===== config.mk =====
export PLATFORM = sky130hd
export DESIGN_NAME = freq_divider_unit
export DESIGN_NICKNAME = d
export VERILOG_FILES = /design/src/rtl/freq_divider_unit.sv
export SDC_FILE = /design/constraint.sdc
export NUM_CORES = 1
export LEC_CHECK = 0
export CAP_MARGIN = 0
export CORE_MARGIN = 5
export CORE_UTILIZATION = 25
export CTS_CLUSTER_SIZE = 30
export DETAILED_ROUTE_END_ITERATION = 6
export PLACE_DENSITY = 0.44
export SLEW_MARGIN = 20
export SYNTH_ARGS = -nofsm -noshare
export SYNTH_HDL_FRONTEND = slang
export SYNTH_SLANG_ARGS = --single-unit

===== constraint.sdc =====
create_clock -name RefClk -period 5.3 [get_ports RefClk]
set_input_delay 1.06 -clock RefClk [delete_from_list [all_inputs] [get_ports RefClk]]
set_output_delay 1.06 -clock RefClk [all_outputs]
set_load 0.05 [all_outputs]

===== src/rtl/freq_divider_unit.sv =====
// ---------------------------------------------------------------------------
// freq_divider_unit
//
// Measures the period of a slow external waveform (InFreq) in RefClk cycles,
// then generates OutFreq with period = measured period * 2^n at 50 % duty.
// A measurement is started by pressing and releasing `adjust`; once locked
// the output runs on its own until the next adjust or reset.
//
// Ports
//   RefClk    in   reference clock, rising edge
//   rst       in   asynchronous active-high reset
//   InFreq    in   asynchronous input waveform (only rising edges matter)
//   adjust    in   measurement request, acted on at its falling edge
//   n         in   division exponent, sampled once per measurement
//   OutFreq   out  divided output clock, straight from a flop
//   done      out  high while locked and generating
//   period    out  last measured input period in RefClk cycles
//   overflow  out  half-period saturated at the last calculation (sticky)
//   timeout   out  last measurement saw no second edge (sticky)
// ---------------------------------------------------------------------------
module freq_divider_unit #(
   parameter int CNT_W  = 16,
   parameter int HALF_W = 20
) (
   input  logic              RefClk,
   input  logic              rst,
   input  logic              InFreq,
   input  logic              adjust,
   input  logic [2:0]        n,
   output logic              OutFreq,
   output logic              done,
   output logic [CNT_W-1:0]  period,
   output logic              overflow,
   output logic              timeout
);

   localparam logic [2:0] IDLE    = 3'd0;
   localparam logic [2:0] ARM     = 3'd1;
   localparam logic [2:0] SYNC    = 3'd2;
   localparam logic [2:0] MEASURE = 3'd3;
   localparam logic [2:0] CALC    = 3'd4;
   localparam logic [2:0] RUN     = 3'd5;

   // Product width leaves room for a shift by up to 7; the comparison width
   // is kept at least one bit wider than the half-period so saturation can
   // be detected for any parameter combination.
   localparam int PW = CNT_W + 7;
   localparam int CW = (PW > HALF_W) ? PW : HALF_W + 1;
   localparam logic [CW-1:0]    HALF_MAX = {{(CW-HALF_W){1'b0}}, {HALF_W{1'b1}}};
   localparam logic [CNT_W-1:0] CNT_MAX  = {CNT_W{1'b1}};

   logic [2:0]        state_reg;
   logic              sync1_reg, sync2_reg, sync3_reg;
   logic              rise_pulse;
   logic [CNT_W-1:0]  cnt_reg;
   logic [HALF_W-1:0] half_reg;
   logic [HALF_W-1:0] gen_cnt_reg;

   logic [PW-1:0]     prod;
   logic [CW-1:0]     half_wide;
   logic              half_sat;
   logic [HALF_W-1:0] half_next;

   assign rise_pulse = sync2_reg & ~sync3_reg;

   // Half-period derived from the freshly measured period; only consumed in
   // CALC, where `period` already holds the new measurement.
   always_comb begin
      prod      = PW'(period) << n;
      half_wide = CW'(prod >> 1);
      half_sat  = (half_wide > HALF_MAX);
      half_next = half_sat ? HALF_MAX[HALF_W-1:0] : half_wide[HALF_W-1:0];
      if (half_next == '0)
         half_next = HALF_W'(1);
   end

   always_ff @(posedge RefClk or posedge rst) begin
      if (rst) begin
         state_reg   <= IDLE;
         sync1_reg   <= 1'b0;
         sync2_reg   <= 1'b0;
         sync3_reg   <= 1'b0;
         cnt_reg     <= '0;
         half_reg    <= '0;
         gen_cnt_reg <= '0;
         OutFreq     <= 1'b0;
         done        <= 1'b0;
         period      <= '0;
         overflow    <= 1'b0;
         timeout     <= 1'b0;
      end else begin
         sync1_reg <= InFreq;
         sync2_reg <= sync1_reg;
         sync3_reg <= sync2_reg;

         case (state_reg)
            IDLE: begin
               OutFreq <= 1'b0;
               if (adjust)
                  state_reg <= ARM;
            end
            ARM: begin
               timeout  <= 1'b0;
               overflow <= 1'b0;
               done     <= 1'b0;
               OutFreq  <= 1'b0;
               if (!adjust)
                  state_reg <= SYNC;
            end
            SYNC: begin
               if (rise_pulse) begin
                  cnt_reg   <= '0;
                  state_reg <= MEASURE;
               end
            end
            MEASURE: begin
               // cnt holds (cycles since the first edge) - 1, so cnt+1 is
               // the edge-to-edge distance.
               if (rise_pulse) begin
                  period    <= cnt_reg + CNT_W'(1);
                  state_reg <= CALC;
               end else if (cnt_reg == CNT_MAX) begin
                  timeout   <= 1'b1;
                  state_reg <= IDLE;
               end else begin
                  cnt_reg <= cnt_reg + CNT_W'(1);
               end
            end
            CALC: begin
               half_reg    <= half_next;
               if (half_sat)
                  overflow <= 1'b1;
               gen_cnt_reg <= '0;
               OutFreq     <= 1'b0;
               done        <= 1'b1;
               state_reg   <= RUN;
            end
            RUN: begin
               if (adjust) begin
                  OutFreq     <= 1'b0;
                  done        <= 1'b0;
                  gen_cnt_reg <= '0;
                  state_reg   <= ARM;
               end else if (gen_cnt_reg == half_reg - HALF_W'(1)) begin
                  OutFreq     <= ~OutFreq;
                  gen_cnt_reg <= '0;
               end else begin
                  gen_cnt_reg <= gen_cnt_reg + HALF_W'(1);
               end
            end
            default: begin
               state_reg <= IDLE;
            end
         endcase
      end
   end

endmodule


==> impl_metrics.py <==
metrics = {
    "outcome": {
        "status": "finished, final reports clean",
    },
    "clock_network": {
        "cts_resized": 0,
        "ctsHoldBuffers": 0,
        "path_clk_slew_ns": 0.06,
        "cts_inserted_buffers": 9,
        "htree_levels": 3,
        "cts_max_path_buffers": 2,
        "cts-root-buf": "clkbuf_16",
        "clkSinkCount": 82,
        "cts_setup_buffers": 0,
        "worstSkewPairLatency_ns": 0.34,
        "cts_tree": "done",
    },
    "setup_path": {
        "path_max_fanout": 20,
        "rr_worst_depth": 9,
        "path_class": "register to register",
        "cp-startpoint": "cnt_reg[0]",
        "worstPathRequired_ns": 5.52,
        "cp_data_arrival_time_ns": 3.76,
        "rrSetupSlack_ns": 1.76,
        "startpoint_type": "register",
        "r2r-start": "cnt_reg[0]",
        "worstSetupEndpointType": "register",
    },
    "global_route": {
        "grtUsageTotal": 0.118,
        "gr-total-overflow": 0,
        "grt_antenna_before_repair": 0,
        "grt_max_degree": 53,
        "grt_pass1_wl_mm": 22.8,
        "first_global_vias": 4290,
    },
    "power_and_ir_drop": {
        "p_per_area_nw_per_um2": 401,
        "vdd_drop_max_mv": 0.179,
        "p_leak_nw": 2.30,
    },
    "detailed_routing": {
        "first_pass_iters": 5,
        "ant_nets": 0,
        "num_vias": 4400,
        "drt_drc_violations_left": 0,
        "wire_per_inst_um": 15.8,
        "avgViaCountPerCell": 5.03,
        "drt_iter0_drc": 303,
        "drt_wl_total_mm": 13.8,
    },
    "placed_design": {
        "dpl.hpwl_mm": 10.3,
        "gp_congestion": 0.805,
        "io_buffers": 26,
        "placed_area_um2": 5660,
    },
    "yosys": {
        "synth_async_sr_flop_share": 1.00,
        "syn_nets": 604,
        "syn_inst": 594,
        "ys_seq_area_frac": 0.397,
        "syn_avg_cell_area_um2": 8.71,
        "ys_warn_count": 0,
        "synth_edf_count": 0,
        "netlist_area_um2": 5170,
        "synthDistinctLibCells": 63,
        "synth_seq_cells": 82,
        "synth_flop_cell": "dfrtp_1",
    },
    "sta": {
        "hold_violations": 0,
        "setup_viol": 0,
        "period_minus_slack_ns": 3.54,
        "drv_slew": 0,
        "finClkSkew_ns": 0.0117,
        "max_freq_mhz": 282,
        "worst_hold_slack_ns": 0.350,
        "period_share": 0.668,
        "tns_ns": 0,
        "slew_headroom": 0.320,
        "grt_setup_unrepaired": "false",
        "tightest_slew_ns": 1.02,
    },
    "floorplan": {
        "die_area_um2": 23700,
        "floorplan.initialDensity": 0.255,
        "die_h_um": 154,
        "placementRows": 52,
        "ios": 27,
        "design.core.area_um2": 20300,
        "die_w_um": 154,
    },
    "min_path": {
        "hp-class": "register to register",
        "min_from": "sync1_reg",
        "holdPathStages": 0,
    },
    "layout": {
        "layout-drive-gt1-share": 0.0711,
        "n_fill_cell": 2171,
        "num-nets-final": 611,
        "final_cell_area_um2": 5930,
        "area_growth_pct": 14.7,
        "antenna_cells": 0,
    },
    "run": {
        "maxCapViolations": 0,
    },
}
## critical path, stage by stage, from the launching register on
cell and delay (ns):
dfrtp_1 0.42, ha_1 0.27, nand3_1 0.21, nor3_1 0.51, and3_1 0.31, a41o_1 0.22, a31o_2 0.35, o31a_1 0.68
o21ai_0 0.24, a22o_1 0.22
## per-stage QoR
stage               power (W)  utilization  setup WS (ns)  instances
floorplan             0.00157            -           2.01        594
global placement      0.00180        0.279           1.52        860
detailed placement    0.00181        0.279           1.44        860
CTS                   0.00242        0.292           1.73        875
global route          0.00256        0.292           1.45        875
finish                0.00238        0.292           1.76        875
## layout by cell type, fill, tap and decap left out, drive strengths merged, types with 11 or more instances in the layout
cell,count
o21ai,65
nand3,20
xnor2,29
nand2,82
nand4,12
clkbuf,13
mux2i,13
a21oi,23
nor2,47
a211oi,11
inv,16
clkdlybuf4s50,26
nor3,12
dfrtp,82
xor2,17
## metal layers
metal,up-vias,wire (um),track usage
li1,2165,-,-
met1,2140,6750,0.160
met5,-,0,0
met4,0,143,0.0324
met3,11,427,0.0247
met2,84,6520,0.191
## cell type report
type	instances	area [um^2]	area share
clock inverter	2	12.5	0.00211
multi-input combinational	462	2930	0.493
inverter	18	68.8	0.0116
sequential	82	2050	0.346
clock buffer	13	260	0.0439
timing repair buffer	28	275	0.0464
tap	270	338	0.0570
## Yosys cell counts (all sizes together), types with 7 or more instances
master	instances	area, um^2
xor2	17	149
mux4	8	180
nand4	12	75.1
nand2	82	308
nor2	47	179
and3	9	56.3
mux2i	13	130
xnor2	29	254
a211oi	11	82.6
inv	17	63.8
a21oi	23	126
nor3	12	60.1
clkbuf	27	103
nor4	7	50.1
o21ai	65	325
o22ai	9	56.3
nor2b	7	43.8
nand3	20	100
o31ai	9	67.6
dfrtp	82	2050
## power by group
| part | switching, W | leakage, nW | total [W] | internal [W] |
|---|---|---|---|---|
| sequential | 0.000209 | 1.09 | 0.000958 | 0.000748 |
| combinational | 0.000514 | 1.07 | 0.000837 | 0.000323 |
| clock | 0.000246 | 0.132 | 0.000586 | 0.000340 |
| total | 0.000968 | 2.30 | 0.00238 | 0.00141 |
## logic make-up after synthesis
group / share of synthesized area
adder cells (fa/ha/maj): 0.00726
buffers and inverters: 0.0375
multiplexers: 0.0687
AND/OR/NAND/NOR: 0.222
AO/OA/AOI/OAI: 0.190
flip-flops: 0.397
XOR/XNOR: 0.0779
## path summary, 6_finish.rpt
path,to
max,cnt_reg[3]
min,sync2_reg
max reg2reg,cnt_reg[3]
min reg2reg,sync2_reg
max in group asynchronous,period[0]
min in group asynchronous,sync2_reg
Note: power is estimated with default switching activity, not from simulation.
